--- src/rtl/input_capture.sv ---
// input_capture: input-capture peripheral.
//
// The block samples the external pin "ins" and watches it for the edges chosen
// in ICCONF. On each qualifying edge that the prescaler lets through, it stores
// a snapshot of the selected shared timer (tm1 or tm2) in a small capture FIFO.
// The CPU reads these snapshots through the register port.
//
// Optional feature: define IC_FILTER_EN to add a glitch filter after the
// synchronizer. The filtered level changes only after the synchronized pin has
// differed from it for FILTER_LEN consecutive cycles. Without the macro, the
// synchronized pin drives edge detection directly.
//
// Register map:
//   0 ICCONF (R/W) [1:0] mode (off/rise/fall/both), [2] timer select,
//                  [3] irq enable, [5:4] prescale (every 1st/2nd/4th/8th edge)
//   1 ICBUF  (RO)  FIFO head; the read pops it (returns 0 when empty)
//   2 ICSTAT       [4:0] count, [5] empty, [6] full, [7] overflow (W1C)
//   Any other address reads 0 and ignores writes.
//
// Ports:
//   clk, rst        clock (rising edge), asynchronous active-high reset
//   addr_i, data_i  register address / write data
//   rd_i, wr_i      one-cycle read / write strobes
//   data_o          registered read data, 1-cycle latency, held between reads
//   tm1, tm2        shared timer counts
//   ins             asynchronous capture pin
//   irq_o           registered level interrupt: enable & FIFO not empty
module input_capture #(
  parameter int DEPTH      = 4,
  parameter int FILTER_LEN = 3
) (
  input  logic        clk,
  input  logic        rst,
  input  logic [31:0] addr_i,
  input  logic [31:0] data_i,
  input  logic        rd_i,
  input  logic        wr_i,
  output logic [31:0] data_o,
  input  logic [31:0] tm1,
  input  logic [31:0] tm2,
  input  logic        ins,
  output logic        irq_o
);

  localparam int AW = $clog2(DEPTH);
  localparam int CW = AW + 1;

  // Input path: two-flop synchronizer, then the previous level for edge detection.
  logic s1_q, s2_q, prev_q;
  logic lvl;

`ifdef IC_FILTER_EN
  localparam int FW = $clog2(FILTER_LEN + 1);
  logic          filt_q, filt_d;
  logic [FW-1:0] fcnt_q, fcnt_d;

  // Count consecutive cycles in which s2 disagrees with the filtered level.
  // Any agreeing cycle restarts the count, so a shorter pulse never propagates.
  always_comb begin
    filt_d = filt_q;
    fcnt_d = '0;
    if (s2_q != filt_q) begin
      if (fcnt_q == FW'(FILTER_LEN - 1)) filt_d = s2_q;
      else fcnt_d = fcnt_q + 1'b1;
    end
  end

  always_ff @(posedge clk or posedge rst) begin
    if (rst) begin
      filt_q <= 1'b0;
      fcnt_q <= '0;
    end else begin
      filt_q <= filt_d;
      fcnt_q <= fcnt_d;
    end
  end

  assign lvl = filt_q;
`else
  assign lvl = s2_q;
`endif

  // Register state
  logic [5:0]    conf_q, conf_d;
  logic [2:0]    pcnt_q, pcnt_d;
  logic [AW-1:0] wr_ptr_q, wr_ptr_d, rd_ptr_q, rd_ptr_d;
  logic [CW-1:0] count_q, count_d;
  logic          ovf_q, ovf_d;
  logic [31:0]   data_q, data_d;
  logic          irq_q, irq_d;
  logic [31:0]   mem_q [DEPTH];

  // Decode
  logic        rise, fall, qual, push_req, push, pop, full, empty;
  logic        conf_wr, stat_wr, buf_rd;
  logic [2:0]  presc_max;
  logic [31:0] sel_tm;
  logic [4:0]  cnt5;

  // The upper write-data bits and bit 6 have no register behind them.
  logic unused_data;
  assign unused_data = ^{data_i[31:8], data_i[6]};

  always_comb begin
    rise = lvl & ~prev_q;
    fall = ~lvl & prev_q;

    case (conf_q[1:0])
      2'd1:    qual = rise;
      2'd2:    qual = fall;
      2'd3:    qual = rise | fall;
      default: qual = 1'b0;
    endcase

    case (conf_q[5:4])
      2'd0:    presc_max = 3'd0;
      2'd1:    presc_max = 3'd1;
      2'd2:    presc_max = 3'd3;
      default: presc_max = 3'd7;
    endcase

    sel_tm  = conf_q[2] ? tm2 : tm1;
    conf_wr = wr_i && (addr_i == 32'd0);
    stat_wr = wr_i && (addr_i == 32'd2);
    buf_rd  = rd_i && (addr_i == 32'd1);
    full    = (count_q == CW'(DEPTH));
    empty   = (count_q == '0);
    cnt5    = 5'(count_q);

    pop      = buf_rd && !empty;
    push_req = qual && (pcnt_q == presc_max);
    // A pop in the same cycle frees a slot, so a full FIFO can still accept.
    push     = push_req && (!full || pop);

    // Any ICCONF write restarts the prescaler and discards this cycle's edge count.
    pcnt_d = pcnt_q;
    if (conf_wr)       pcnt_d = 3'd0;
    else if (push_req) pcnt_d = 3'd0;
    else if (qual)     pcnt_d = pcnt_q + 3'd1;

    conf_d = conf_wr ? data_i[5:0] : conf_q;

    // A new overflow in the same cycle as the clear wins, so the event is not lost.
    ovf_d = ovf_q;
    if (stat_wr && data_i[7])        ovf_d = 1'b0;
    if (push_req && full && !pop)    ovf_d = 1'b1;

    wr_ptr_d = push ? wr_ptr_q + 1'b1 : wr_ptr_q;
    rd_ptr_d = pop  ? rd_ptr_q + 1'b1 : rd_ptr_q;

    case ({push, pop})
      2'b10:   count_d = count_q + 1'b1;
      2'b01:   count_d = count_q - 1'b1;
      default: count_d = count_q;
    endcase

    // Read data shows the state before this edge's updates.
    data_d = data_q;
    if (rd_i) begin
      case (addr_i)
        32'd0:   data_d = {26'd0, conf_q};
        32'd1:   data_d = pop ? mem_q[rd_ptr_q] : 32'd0;
        32'd2:   data_d = {24'd0, ovf_q, full, empty, cnt5};
        default: data_d = 32'd0;
      endcase
    end

    irq_d = conf_q[3] & !empty;
  end

  always_ff @(posedge clk or posedge rst) begin
    if (rst) begin
      s1_q     <= 1'b0;
      s2_q     <= 1'b0;
      prev_q   <= 1'b0;
      conf_q   <= '0;
      pcnt_q   <= '0;
      wr_ptr_q <= '0;
      rd_ptr_q <= '0;
      count_q  <= '0;
      ovf_q    <= 1'b0;
      data_q   <= '0;
      irq_q    <= 1'b0;
    end else begin
      s1_q     <= ins;
      s2_q     <= s1_q;
      prev_q   <= lvl;
      conf_q   <= conf_d;
      pcnt_q   <= pcnt_d;
      wr_ptr_q <= wr_ptr_d;
      rd_ptr_q <= rd_ptr_d;
      count_q  <= count_d;
      ovf_q    <= ovf_d;
      data_q   <= data_d;
      irq_q    <= irq_d;
    end
  end

  // Capture storage has no reset; the pointers and count define which entries are valid.
  always_ff @(posedge clk) begin
    if (push) mem_q[wr_ptr_q] <= sel_tm;
  end

  assign data_o = data_q;
  assign irq_o  = irq_q;

endmodule

--- config.mk ---
export PLATFORM = sky130hd
export DESIGN_NAME = input_capture
export DESIGN_NICKNAME = d
export VERILOG_FILES = /design/src/rtl/input_capture.sv
export SDC_FILE = /design/constraint.sdc
export NUM_CORES = 1
export LEC_CHECK = 0
export ABC_AREA = 1
export BUFFER_PORTS_ARGS = -buffer_cell sky130_fd_sc_hd__buf_2
export CELL_PAD_IN_SITES_DETAIL_PLACEMENT = 0
export CELL_PAD_IN_SITES_GLOBAL_PLACEMENT = 1
export CORE_MARGIN = 5
export CORE_UTILIZATION = 25
export CTS_CLUSTER_DIAMETER = 80
export DETAILED_ROUTE_END_ITERATION = 6
export PLACE_DENSITY_LB_ADDON = 0.2
export SLEW_MARGIN = 5
export SYNTH_ARGS = -nofsm -noshare
export SYNTH_HDL_FRONTEND = slang
export SYNTH_SLANG_ARGS = --single-unit
--- constraint.sdc ---
create_clock -name clk -period 6.8 [get_ports clk]
set_input_delay 1.36 -clock clk [delete_from_list [all_inputs] [get_ports clk]]
set_output_delay 1.36 -clock clk [all_outputs]
set_load 0.01 [all_outputs]
==> results of run 1 <==
[registers in the layout (all words and copies together), names as in the netlist]
register and flops:
irq_o 1, lvl 1, mem_q 128, wr_ptr_q 2, conf_q 6, prev_q 1, data_o 32, rd_ptr_q 2
s1_q 1, ovf_q 1, count_q 3, pcnt_q 3
[layer usage]
metal | part of all wire, % | GRT usage, % | wire length (µm)
met5 | 0 | 0 | 0
met4 | 0.67 | 2.62 | 131
met3 | 5.4 | 2.35 | 1060
met2 | 47 | 18.9 | 9250
met1 | 47 | 15.1 | 9250
[stage by stage]
stage | std cells | cell area (µm²) | total power (W)
after floorplan | 653 | 7760 | 0.00137
after global placement | 1168 | 8920 | 0.00146
after detailed placement | 1168 | 8920 | 0.00146
after CTS | 1200 | 9570 | 0.00252
after global routing | 1200 | 9570 | 0.00260
final | 1200 | 9570 | 0.00249
[worst max-delay path, cell delays in order]
cell	delay, ns
buf_2	0.09
nor2_1	0.09
nand2_1	0.05
nor2_1	0.28
inv_1	0.12
nor2_4	0.13
nand2_1	0.12
a21oi_2	0.27
inv_1	0.21
nor2_4	0.48
buf_4	0.41
[placed cells by master, fill, tap and decap left out, drive strengths merged]
| cell | Yosys | routed |
|---|---|---|
| xor2 | 5 | 5 |
| buf | 11 | 150 |
| ha | 7 | 7 |
| dfrtp | 53 | 53 |
| clkbuf | 20 | 17 |
| mux2 | 32 | 32 |
| nor3 | 3 | 3 |
| nand4 | 4 | 4 |
| o22ai | 30 | 30 |
| fa | 1 | 1 |
| nor2 | 95 | 95 |
| inv | 42 | 53 |
| o21ai | 65 | 65 |
| clkinv | 0 | 4 |
| nand3b | 1 | 1 |
| a32o | 2 | 2 |
| a21oi | 11 | 11 |
| nand3 | 31 | 31 |
| edfxtp | 128 | 128 |
| nand2 | 88 | 88 |
| a22o | 24 | 24 |
[power by group through the flow]
stage | clock (W) | sequential (W) | combinational [W]
floorplan | 0 | 0.00126 | 0.000115
global placement | 0 | 0.00126 | 0.000194
detailed placement | 0 | 0.00126 | 0.000194
CTS | 0.00109 | 0.00124 | 0.000195
global route | 0.00114 | 0.00124 | 0.000218
finish | 0.00106 | 0.00124 | 0.000190
[worst max path at each step]
stage | slack, ns | from | end | depth (start not counted)
after floorplan | 2.73 | addr_i[15] | mem_q[0][0] | 9
after global placement | 2.71 | addr_i[15] | mem_q[3][23] | 11
after detailed placement | 2.69 | addr_i[13] | mem_q[3][23] | 11
after CTS | 3.15 | addr_i[13] | mem_q[3][20] | 11
after global routing | 2.95 | addr_i[11] | mem_q[3][5] | 11
final | 3.26 | addr_i[15] | mem_q[3][0] | 11
[cell type report]
class | count | area (µm²)
Timing Repair Buffer | 150 | 776
Inverter | 42 | 160
Sequential cell | 181 | 5170
Clock buffer | 17 | 425
Fill cell | 3166 | 21000
Tap cell | 396 | 495
Multi-Input combinational cell | 399 | 2310
Clock inverter | 15 | 224
[kinds of logic (layout without fill, tap and decap cells)]
family,Yosys count,count (layout),synth area share (%)
AND/OR/NAND/NOR,222,222,12.5
buffers and inverters,73,224,4.01
AO/OA/AOI/OAI,132,132,10.3
flip-flops,181,181,66.6
adder cells (fa/ha/maj),8,8,1.39
multiplexers,32,32,4.64
XOR/XNOR,5,5,0.564
==> run_results.csv, run 1 <==
group,metric,value,unit
setup_path,cp.arrival,3.64,ns
routing,detail-route-antenna-nets,0,
power,clockPowerShare,42.7,%
die,die_h,186,µm
setup_path,reg2reg_slack,3.78,ns
routing,wl_per_cell,16.4,µm
yosys,synthDistinctLibCells,29,
power,p_comb_share,7.6,%
yosys,yosysTopAreaCellShare,49.5,%
routing,viasPerCell,4.38,
timing,fin_skew,0.0226,ns
routing,dr.pass1.iters,5,
timing,drv_slew,0,
global_routing,grt_start_max_net_pins,66,
die,coreArea,30600,µm²
clocking,cts_max_path_buffers,2,
setup_path,timing.rr.start,"lvl",
yosys,synth_top_cells_by_count,"edfxtp_1, nor2_1, nand2_1",
clocking,clk_pin_slew,0.08,ns
clocking,cts_made_buffers,17,
yosys,yosys.area.top_type,"edfxtp_1",
timing,hold_viol,0,
clocking,cts_tree,"done",
routing,initialDrtViolationCount,303,
power,seqPwrFrac,49.7,%
power,power_switching,0.000675,W
timing,whs,0.366,ns
hold_path,hold_path_end,"lvl",
setup_path,endpoint_kind,"register",
routing,totalWireLength,19.7,mm
power,ir_drop,183,µV
clocking,root_buffer,"clkbuf_16",
yosys,netlist_instances,653,
setup_path,cp.required,6.90,ns
timing,fmax,282,MHz
global_routing,antenna_found_initial,0,
setup_path,critical_path.startpoint_type,"primary input",
hold_path,whs_path_depth,0,
clocking,cts_hold_buf,0,
die,ios,166,
die,dieArea,34700,µm²
clocking,postCtsSetupBuffers,0,
timing,grt_setup_unrepaired,"no",
setup_path,reg2reg_to,"mem_q[3][0]",
clocking,cts_resized,0,
yosys,synth_edf_count,128,
yosys,syn_area,7760,µm²
timing,timing.setup.tns,0,ns
setup_path,critPathKind,"in -> reg",
place,io_buffers,140,
global_routing,grt_pass1_wl,29.8,mm
timing,period_share,52.1,%
hold_path,worstHoldPathType,"reg -> reg",
cells_and_area,drive_above_1_share,30.0,%
cells_and_area,fin_nets,932,
clocking,cts_sinks,181,
place,dp_hpwl,12.0,mm
timing,setup_ws,3.26,ns
power,powerDensity,260,nW/µm²
yosys,synth_area_leaders,"edfxtp_1, dfrtp_1, mux2_2",
timing,relSlewSlack,43.0,%
timing,setup_violations,0,
timing,tightest_slew,0.855,ns
run_status,status,"complete, no violations",
global_routing,grt_pass1_vias,5257,
power,swShare,27.1,%
setup_path,r2r_cells,8,
routing,vias,5257,
yosys,ys.flop_type,"edfxtp_1",
yosys,seq_area_frac_synth,66.6,%
hold_path,worstHoldStart,"s1_q",
global_routing,grt-ovfl-total,0,
flow_run,max_cap_violations,0,
yosys,syn-num-nets,794,
die,start_util,25.4,%
place,gp_congestion,0.714,
yosys,yosysMostFrequentCell,"edfxtp_1",
cells_and_area,diodes,0,
power,leakage,3.85,nW
yosys,ys_ff_latch,181,
power,p_int,0.00181,W
clocking,htreeDepth,4,
timing,min_period,3.54,ns
yosys,avgSynthCellArea,11.9,µm²
routing,drc,0,
cells_and_area,synthToLayoutAreaGrowth,23.2,%
place,dp_slack,2.69,ns
global_routing,grt_usage,11.3,%
yosys,ys_async_sr_fraction,29.3,%
yosys,yosys_warnings,0,
setup_path,crit_fanout,18,
die,fp.dieW,186,µm
die,rows,64,
cells_and_area,fin_util,31.3,%
clocking,clk_latency,0.44,ns
Power figures use the tool's default switching activity.
==> inputs of run 2 (changes only) <==
==> constraint.sdc (replaced) <==
create_clock -name clk -period 3 [get_ports clk]
set_input_delay 0.6 -clock clk [delete_from_list [all_inputs] [get_ports clk]]
set_output_delay 0.6 -clock clk [all_outputs]
set_load 0.01 [all_outputs]
==> run_results.csv, run 2 (synthesis gave the netlist of run 1 again) <==
group,metric,value,unit
run_status,status,"complete, no violations",
routing,initialDrtViolationCount,266,
timing,relSlewSlack,41.5,%
setup_path,critical_path.startpoint_type,"register",
die,fp.dieW,186,µm
place,gp_congestion,0.715,
power,leakage,3.88,nW
power,ir_drop,381,µV
timing,grt_setup_unrepaired,"no",
routing,totalWireLength,19.9,mm
timing,period_share,80.8,%
global_routing,grt_start_max_net_pins,65,
timing,drv_slew,0,
routing,dr.pass1.iters,6,
setup_path,max_stage_delay,0.41,ns
timing,fin_skew,0.0201,ns
setup_path,crit_chain,"ha_1 -> nand3b_1 -> nand3_1 -> nand3_2 -> a21oi_2 -> inv_1 -> nor2_4 -> buf_12",
die,rows,64,
routing,drc,0,
setup_path,endpoint_kind,"register",
setup_path,reg2reg_slack,0.57,ns
cells_and_area,synthToLayoutAreaGrowth,24.3,%
global_routing,grt_usage,11.6,%
timing,setup_ws,0.575,ns
clocking,root_buffer,"clkbuf_16",
clocking,htreeDepth,4,
place,dp_slack,0.345,ns
die,die_h,186,µm
cells_and_area,nFillCells,3141,
die,dieArea,34700,µm²
power,total_power,0.00543,W
clocking,cts_resized,0,
cells_and_area,layout_commonest_cell,"buf_2",
routing,detail-route-antenna-nets,0,
routing,viasPerCell,4.34,
timing,min_period,2.43,ns
cells_and_area,fin_util,31.5,%
clocking,clk_pin_slew,0.08,ns
global_routing,antenna_found_initial,0,
routing,wl_per_cell,16.4,µm
timing,timing.setup.tns,0,ns
cells_and_area,fin_nets,941,
cells_and_area,drive_above_1_share,30.8,%
cells_and_area,largest_reg_flops,128,
hold_path,worstHoldPathType,"in -> async",
global_routing,grt_pass1_wl,30.5,mm
die,start_util,25.4,%
setup_path,cp.arrival,2.55,ns
clocking,postCtsSetupBuffers,0,
place,dp_hpwl,12.5,mm
setup_path,critPathSlowestCell,"dfrtp_1",
timing,hold_viol,0,
die,ios,166,
power,powerDensity,563,nW/µm²
clocking,cts_max_path_buffers,2,
timing,tightest_slew,0.878,ns
clocking,clk_latency,0.43,ns
global_routing,grt-ovfl-total,0,
cells_and_area,top_register,"mem_q",
cells_and_area,diodes,0,
clocking,cts_tree,"done",
die,coreArea,30600,µm²
timing,setup_violations,0,
clocking,cts_hold_buf,0,
setup_path,cp.required,3.12,ns
routing,vias,5251,
timing,fmax,412,MHz
setup_path,critPathKind,"reg -> reg",
clocking,cts_sinks,181,
setup_path,crit_fanout,19,
place,io_buffers,140,
cells_and_area,final_cell_mix,"buf_2, edfxtp_1, nor2_1",
global_routing,grt_pass1_vias,5341,
clocking,cts_made_buffers,17,
timing,whs,0.219,ns
flow_run,max_cap_violations,0,
run 2: cell count changes in the layout (fill, tap and decap cells not counted), sizes merged:
cell / previous run / this run
inv: 53 / 47
buf: 150 / 159
clkinvlp: 0 / 2
clkinv: 4 / 8
run 2: per-layer routing:
layer / GRT usage (%) / wire, µm / vias to the layer above
met3: 2.68 / 1090 / 9
met2: 18.8 / 9270 / 122
met1: 16.0 / 9400 / 2525
li1: - / - / 2595
met4: 2.86 / 113 / 0
met5: 0 / 0 / -
run 2: final timing paths:
kind	from	depth (start not counted)	to
max	lvl	8	mem_q[3][25]
min	rst	3	conf_q[5]
max reg2reg	lvl	8	mem_q[3][25]
min reg2reg	s1_q	0	lvl
max in group asynchronous	rst	3	rd_ptr_q[0]
min in group clk	ins	1	s1_q
run 2: critical path, delay by kind of cell (launching register included):
family,cells,cell delay [ns]
AOI/OAI and AO/OA,1,0.23
DFF,1,0.41
adders and majority gates,1,0.27
buffers and inverters,2,0.40
and+or+nand+nor,4,0.79
run 2: area by class of cell:
class                           count  area (µm²)  share of cell area, %
Clock inverter                     15         163                   1.69
Tap cell                          396         495                   5.14
Inverter                           42         160                   1.66
Clock buffer                       17         425                   4.41
Timing Repair Buffer              159         918                   9.52
Multi-Input combinational cell    399        2310                   24.0
Sequential cell                   181        5170                   53.6
run 2: metrics by stage:
step | area, µm² | cells
final | 9650 | 1209
after global routing | 9650 | 1209
after CTS | 9650 | 1209
after detailed placement | 9060 | 1177
after global placement | 9060 | 1177
after floorplan | 7760 | 653
run 2: power by group:
group	internal (W)	switching, W	total (W)	leakage (nW)
clock network	0.00111	0.00107	0.00218	0.281
registers	0.00276	0.0000463	0.00280	1.84
logic	0.000175	0.000268	0.000443	1.77
==> inputs of run 3 (changes only) <==
==> constraint.sdc (replaced) <==
create_clock -name clk -period 2.28 [get_ports clk]
set_input_delay 0.456 -clock clk [delete_from_list [all_inputs] [get_ports clk]]
set_output_delay 0.456 -clock clk [all_outputs]
set_load 0.01 [all_outputs]
==> run_results.csv, run 3 (synthesis gave the netlist of run 1 again) <==
group,metric,value,unit
run_status,status,"complete, no violations",
place,dp_hpwl,12.9,mm
setup_path,endpoint_kind,"register",
power,leakage,3.97,nW
routing,dr.pass1.iters,4,
clocking,cts_resized,0,
clocking,clk_latency,0.44,ns
cells_and_area,synthToLayoutAreaGrowth,26.2,%
timing,setup_violations,0,
die,fp.dieW,186,µm
clocking,cts_max_path_buffers,2,
timing,fin_skew,0.0210,ns
cells_and_area,fin_nets,953,
timing,grt_setup_unrepaired,"no",
cells_and_area,nFillCells,3157,
clocking,cts_made_buffers,17,
timing,relSlewSlack,55.5,%
routing,detail-route-antenna-nets,0,
clocking,postCtsSetupBuffers,0,
place,io_buffers,140,
timing,drv_slew,0,
global_routing,grt-ovfl-total,0,
setup_path,cp.required,2.41,ns
setup_path,critical_path.startpoint_type,"register",
global_routing,grt_start_max_net_pins,65,
cells_and_area,top_register,"mem_q",
die,coreArea,30600,µm²
setup_path,reg2reg_slack,0.23,ns
global_routing,grt_usage,11.7,%
die,start_util,25.4,%
routing,initialDrtViolationCount,300,
cells_and_area,layout_commonest_cell,"buf_2",
global_routing,grt_pass1_vias,5388,
timing,setup_ws,0.231,ns
setup_path,timing.rr.start,"lvl",
cells_and_area,final_cell_mix,"buf_2, edfxtp_1, nor2_1",
setup_path,crit_fanout,18,
global_routing,antenna_found_initial,0,
routing,wl_per_cell,16.2,µm
power,ir_drop,494,µV
routing,drc,0,
cells_and_area,diodes,0,
power,powerDensity,746,nW/µm²
setup_path,cp.arrival,2.18,ns
global_routing,grt_pass1_wl,30.8,mm
die,dieArea,34700,µm²
clocking,root_buffer,"clkbuf_16",
power,total_power,0.00731,W
place,dp_slack,0.0426,ns
setup_path,critPathKind,"reg -> reg",
cells_and_area,largest_reg_flops,128,
place,dp.cells,1189,
place,gp_congestion,0.693,
clocking,htreeDepth,4,
setup_path,r2r_cells,8,
timing,hold_viol,0,
timing,period_share,89.9,%
setup_path,reg2reg_to,"mem_q[0][6]",
die,rows,64,
flow_run,max_cap_violations,0,
cells_and_area,drive_above_1_share,32.2,%
cells_and_area,multi_input_area,2330,µm²
die,ios,166,
clocking,cts_tree,"done",
cells_and_area,seq_area,5170,µm²
hold_path,worstHoldPathType,"in -> async",
cells_and_area,fin_cells,1221,
routing,totalWireLength,19.8,mm
timing,fmax,488,MHz
routing,viasPerCell,4.34,
clocking,clk_pin_slew,0.08,ns
timing,min_period,2.05,ns
timing,timing.setup.tns,0,ns
clocking,cts_hold_buf,0,
routing,vias,5298,
timing,tightest_slew,0.668,ns
die,die_h,186,µm
clocking,cts_sinks,181,
## run 3: cell count changes in the layout (fill, tap and decap cells not counted), sizes merged
cell,before,now
buf,159,171
clkinvlp,2,0
inv,47,51
clkinv,8,6
## run 3: final cells by class
cell class | count | share of cell area [%]
clock buffers | 17 | 4.34
clock inverters | 15 | 1.76
inverters | 42 | 1.63
multi-input cells | 399 | 23.8
flip-flops and latches | 181 | 52.8
well taps | 396 | 5.05
repair buffers | 171 | 10.7
## run 3: critical path, stage by stage (launching register included)
cell and delay (ns):
dfrtp_1 0.41, ha_1 0.28, nand3b_1 0.16, nand3_2 0.09
nand3_2 0.13, a21oi_4 0.18, inv_2 0.12, nor2_4 0.18
buf_12 0.20
## run 3: how the worst max path moves through the flow
stage,from,cells after the start,to
6_report,lvl,8,mem_q[0][6]
5_1_grt,lvl,12,count_q[2]
4_1_cts,lvl,8,mem_q[0][31]
3_5_place_dp,addr_i[25],9,mem_q[0][24]
3_3_place_gp,addr_i[27],9,mem_q[0][31]
2_1_floorplan,addr_i[27],7,mem_q[0][0]
## run 3: report_power, final
part | switching (W) | internal (W)
logic | 0.000373 | 0.000276
registers | 0.0000609 | 0.00363
clock network | 0.00148 | 0.00149
total | 0.00192 | 0.00539
## run 3: layer usage
layer	up-vias	GRT usage, %	part of all wire [%]
met3	16	2.37	4.6
met5	-	0	0
met4	0	2.77	0.88
met1	2537	15.9	47
met2	116	19.2	48
li1	2629	-	-
## run 3: through the flow
stage / cell area (µm²) / hold WS (ns) / utilization, %
finish: 9800 / 0.0590 / 32.0
global route: 9800 / 0.100 / 32.0
CTS: 9800 / 0.0722 / 32.0
detailed placement: 9210 / 0.346 / 30.1
global placement: 9210 / 0.337 / 30.1
floorplan: 7810 / 0.331 / -
